## config.mk

```make
export PLATFORM = sky130hd
export DESIGN_NAME = seq_reader_ram16x4
export DESIGN_NICKNAME = d
export VERILOG_FILES = /design/src/rtl/seq_reader_ram16x4_pkg.sv /design/src/rtl/seq_reader_ram16x4_counter.sv /design/src/rtl/seq_reader_ram16x4.sv
export SDC_FILE = /design/constraint.sdc
export NUM_CORES = 1
export LEC_CHECK = 0
export BUFFER_PORTS_ARGS = -buffer_cell sky130_fd_sc_hd__buf_2
export CORE_MARGIN = 10
export CORE_UTILIZATION = 44
export CTS_CLUSTER_SIZE = 8
export DETAILED_ROUTE_END_ITERATION = 8
export PLACE_DENSITY = 0.7
export SLEW_MARGIN = 20
export SYNTH_ARGS = -nofsm -noshare
export SYNTH_HDL_FRONTEND = slang
export SYNTH_SLANG_ARGS = --single-unit
```

## constraint.sdc

```tcl
create_clock -name clk -period 1.4 [get_ports clk]
set_input_delay 0.14 -clock clk [delete_from_list [all_inputs] [get_ports clk]]
set_output_delay 0.14 -clock clk [all_outputs]
set_load 0.01 [all_outputs]
```

## src/rtl/seq_reader_ram16x4_pkg.sv

```systemverilog
// Shared types for the 16x4 RAM read sequencer.
// State encodings and default RAM geometry.
package seq_reader_ram16x4_pkg;

  localparam int ADDR_W_DEF = 4;
  localparam int DATA_W_DEF = 4;

  typedef enum logic [2:0] {
    S_IDLE    = 3'd0,
    S_FETCH   = 3'd1,
    S_CAPTURE = 3'd2,
    S_PRESENT = 3'd3,
    S_FINISH  = 3'd4
  } state_t;

endpackage

```

## src/rtl/seq_reader_ram16x4_counter.sv

```systemverilog
// Loadable wrap-around address pointer with latched last address.
// Ports: clk, reset_n, load, inc, last_in -> ptr, eq_last.
module seq_addr_counter
  import seq_reader_ram16x4_pkg::*;
#(
  parameter int                ADDR_W     = ADDR_W_DEF,
  parameter logic [ADDR_W-1:0] START_ADDR = '0
) (
  input  logic              clk,
  input  logic              reset_n,
  input  logic              load,
  input  logic              inc,
  input  logic [ADDR_W-1:0] last_in,
  output logic [ADDR_W-1:0] ptr,
  output logic              eq_last
);

  logic [ADDR_W-1:0] last_q;

  always_ff @(posedge clk) begin
    if (!reset_n) begin
      ptr    <= START_ADDR;
      last_q <= '0;
    end else if (load) begin
      ptr    <= START_ADDR;
      last_q <= last_in;
    end else if (inc) begin
      // Natural overflow gives the 15 -> 0 wrap.
      ptr <= ptr + 1'b1;
    end
  end

  assign eq_last = (ptr == last_q);

endmodule

```

## src/rtl/seq_reader_ram16x4.sv

```systemverilog
// Walks RAM from START_ADDR to a latched last address, presenting
// each word on cmd_valid/cmd_ready. Read-only: mem_we is tied low.
module seq_reader_ram16x4
  import seq_reader_ram16x4_pkg::*;
#(
  parameter int                ADDR_W     = ADDR_W_DEF,
  parameter int                DATA_W     = DATA_W_DEF,
  parameter logic [ADDR_W-1:0] START_ADDR = '0
) (
  input  logic              clk,
  input  logic              reset_n,
  input  logic              start,
  input  logic              abort,
  input  logic [ADDR_W-1:0] last_addr,
  output logic [ADDR_W-1:0] mem_addr,
  output logic              mem_we,
  input  logic [DATA_W-1:0] mem_q,
  output logic [DATA_W-1:0] cmd_data,
  output logic              cmd_valid,
  input  logic              cmd_ready,
  output logic [ADDR_W-1:0] index,
  output logic              busy,
  output logic              done
);

  state_t            state;
  logic [ADDR_W-1:0] ptr;
  logic              eq_last;
  logic              hs;
  logic              load;
  logic              inc;

  assign hs   = (state == S_PRESENT) && cmd_valid && cmd_ready;
  assign load = (state == S_IDLE) && start && !abort;
  assign inc  = hs && !eq_last && !abort;

  seq_addr_counter #(
    .ADDR_W     (ADDR_W),
    .START_ADDR (START_ADDR)
  ) u_cnt (
    .clk     (clk),
    .reset_n (reset_n),
    .load    (load),
    .inc     (inc),
    .last_in (last_addr),
    .ptr     (ptr),
    .eq_last (eq_last)
  );

  always_ff @(posedge clk) begin
    if (!reset_n) begin
      state     <= S_IDLE;
      cmd_data  <= '0;
      cmd_valid <= 1'b0;
      index     <= '0;
    end else if (abort) begin
      // Word data/index hold; only the handshake is withdrawn.
      state     <= S_IDLE;
      cmd_valid <= 1'b0;
    end else begin
      unique case (state)
        S_IDLE: begin
          if (start) state <= S_FETCH;
        end
        S_FETCH: begin
          state <= S_CAPTURE;
        end
        S_CAPTURE: begin
          cmd_data  <= mem_q;
          index     <= ptr;
          cmd_valid <= 1'b1;
          state     <= S_PRESENT;
        end
        S_PRESENT: begin
          if (hs) begin
            cmd_valid <= 1'b0;
            state     <= eq_last ? S_FINISH : S_FETCH;
          end
        end
        S_FINISH: begin
          state <= S_IDLE;
        end
        default: begin
          state <= S_IDLE;
        end
      endcase
    end
  end

  assign mem_addr = ptr;
  assign mem_we   = 1'b0;
  assign busy     = (state != S_IDLE);
  assign done     = (state == S_FINISH);

endmodule
```

==> impl_metrics.yaml <==
clock_tree:
  cts_tree: "done"
  root_buffer: "clkbuf_4"
  clock_latency_ps: 300
  hold_buffers: 0
  cts.sinks: 20
  cts_max_level: 1
  clk_pin_slew_ps: 120
  cts_max_path_buffers: 2
  cts-buffers-inserted: 3
logic_synthesis:
  synthArstFlopShare_pct: 0
  ys_warn_count: 0
  postSynthCellCount: 106
  synth_common_cells: "nand2_1, dfxtp_1, a21boi_1"
  synth_cell_types: 29
  yosys-top-cells-area: "dfxtp_1, a21boi_1, nand2_1"
  syn-num-nets: 120
  ys_seq_area_share_pct: 43.48
  synth.most_common_cell: "nand2_1"
  yosysTopAreaCell: "dfxtp_1"
  synth_area_um2: 920.9
  netlist.area_leader.share_pct: 43.48
  synth-edff-count: 0
  syn_area_per_cell_um2: 8.688
  ys.flop_type: "dfxtp_1"
  ys_ff_latch: 20
sta:
  tns_ps: -41.51
  fin_ws_ps: -23.47
  rsz0062_at_grt: "true"
  min_period_over_period_pct: 101.7
  whs_ps: 58.68
  drv_slew: 0
  final.setup_skew_ps: 8.397
  finalHoldViolCount: 0
  period_needed_ps: 1423
  max_freq_mhz: 702.5
  setup_viol: 2
worst_hold_path:
  hp-class: "in -> reg"
routing:
  first_pass_iters: 4
  drcViolationCount: 0
  ant_nets: 0
  drt_wl_total_um: 2523
  drt-vias-per-instance: 5.079
  wl_per_cell_um: 14.17
  num_vias: 904
  drt_iter0_markers: 38
final_layout:
  area_delta_synth_final_pct: 45.11
  drive_above_1_share_pct: 43.05
  fin_util_pct: 67.42
  nNetsFinal: 166
  n_antenna_cell: 0
  fin_cells: 178
power_and_ir_drop:
  switching_share_pct: 21.49
  p_sw_w: 0.0002568
  p_seq_share_pct: 48.8
  powerDensity_nw_per_um2: 894.3
  p_leak_nw: 0.6041
  max-vdd-ir-drop_mv: 0.7281
  p_clk_share_pct: 39.3
  pwr-share-comb_pct: 11.9
  p_int_w: 0.0009383
place:
  io_buffers: 27
  dp_hpwl_um: 1853
  placed_cells: 167
  place.gp.congestion: 0.8338
die:
  die_w_um: 65.75
  die_y_um: 65.75
  fp.coreArea_um2: 1982
  start_util_pct: 46.46
  die_area_um2: 4323
  io_pins: 29
  rows: 16
critical_path:
  cp_cell_sequence: "xor2_4 -> nor4_4 -> buf_4 -> nor2_1 -> mux2i_1"
  crit_slowest_cell: "dfxtp_4"
  end_kind: "flip-flop"
  start_kind: "flip-flop"
  criticalPathCategory: "reg -> reg"
  required_ps: 1600
  cpPeakStageDelay_ps: 390
  worstPathArrival_ps: 1620
  critPathMaxFanout: 6
global_route:
  grt_pass1_vias: 844
  grt.overflow.total: 0
  grt_pass1_wl_um: 3746
  antenna_found_initial: 0
  grt_max_degree: 13
  grtUsageTotal_pct: 10.85
flow_run:
  maxCapViolCount: 0
outcome:
  outcome: "complete, but fails checks"
  failed_checks: "setup timing"
[power by group through the flow]
stage / logic (W) / registers, W / clock network [W]
finish: 0.000142 / 0.000583 / 0.000470
global route: 0.000155 / 0.000585 / 0.000506
CTS: 0.000113 / 0.000584 / 0.000491
detailed placement: 0.000108 / 0.000596 / 0
global placement: 0.000106 / 0.000596 / 0
floorplan: 0.0000614 / 0.000597 / 0
[through the flow]
| stage | cell area, um2 | total power (W) | setup slack, ps |
|---|---|---|---|
| final | 1336 | 0.001195 | -23.47 |
| after global placement | 1151 | 0.0007015 | 69.79 |
| after floorplan | 920.9 | 0.0006584 | 4.558 |
| after CTS | 1225 | 0.001187 | -5.409 |
| after detailed placement | 1151 | 0.0007043 | 33.97 |
| after global routing | 1336 | 0.001245 | -48.11 |
[cell families (layout without fill, tap and decap cells)]
kind of cell | count (synthesis) | after routing | synth area share [%]
AOI/OAI and AO/OA | 21 | 21 | 16.44
xor gates and xnor gates | 4 | 4 | 3.804
adders and majority gates | 1 | 1 | 1.358
buffers and inverters | 5 | 50 | 2.717
DFF | 20 | 20 | 43.48
muxes | 1 | 1 | 1.087
other | 1 | 1 | 0.4072
and+or+nand+nor | 53 | 53 | 30.71
[sequential cells by signal, summed over array words and instances (netlist names)]
signal        flops
u_cnt.ptr         4
state             3
u_cnt.last_q      4
cmd_valid         1
cmd_data          4
index             4
[worst max-delay path, delay by kind of cell (launching register included)]
family	cells	cell delay (ps)
and+or+nand+nor	2	440
DFF	1	390
buffers and inverters	1	180
xor gates and xnor gates	1	190
muxes	1	110
[metal layers]
layer / vias to the layer above / routed length [um] / track usage, %
met4: 0 / 25 / 4.011
met5: - / 0 / 0
met1: 421 / 1031 / 12.52
met2: 27 / 1317 / 17.75
met3: 4 / 150 / 4.068
li1: 452 / - / -
[worst paths after layout]
kind,startpoint,endpoint,slack (ps),cells after the start
worst max-delay path,u_cnt.last_q[0]$_SDFFE_PN0P_,u_cnt.ptr[1]$_SDFFE_PP0P_,-20,5
worst min-delay path,mem_q[1],cmd_data[1]$_SDFFE_PN0P_,60,3
worst max register to register,u_cnt.last_q[0]$_SDFFE_PN0P_,u_cnt.ptr[1]$_SDFFE_PP0P_,-20,5
worst min register to register,cmd_data[0]$_SDFFE_PN0P_,cmd_data[0]$_SDFFE_PN0P_,460,2
[cells in the final DEF (no fill, tap or decap), drive strengths merged, types with 3 or more instances in the layout]
cell type  count
nand2         25
o21ai          3
nor2           6
dfxtp         20
a21boi        15
buf           45
xor2           4
clkbuf         3
nand3          6
[cell type report]
cell class	instances	area, um2
multi-input cells	81	543.0
inverters	1	6.256
clock buffers	3	22.52
repair buffers	45	287.8
fillers	167	645.6
well taps	27	33.78
flip-flops and latches	20	412.9
clock inverters	1	30.03
[repair_timing]
action / 4_1_cts / 5_1_grt
gates resized for setup: 2 / 21
pin swaps: 0 / 4
setup buffers: 1 / 6
endpoints found under the setup margin: 2 / 14
Power figures use the tool's default switching activity.
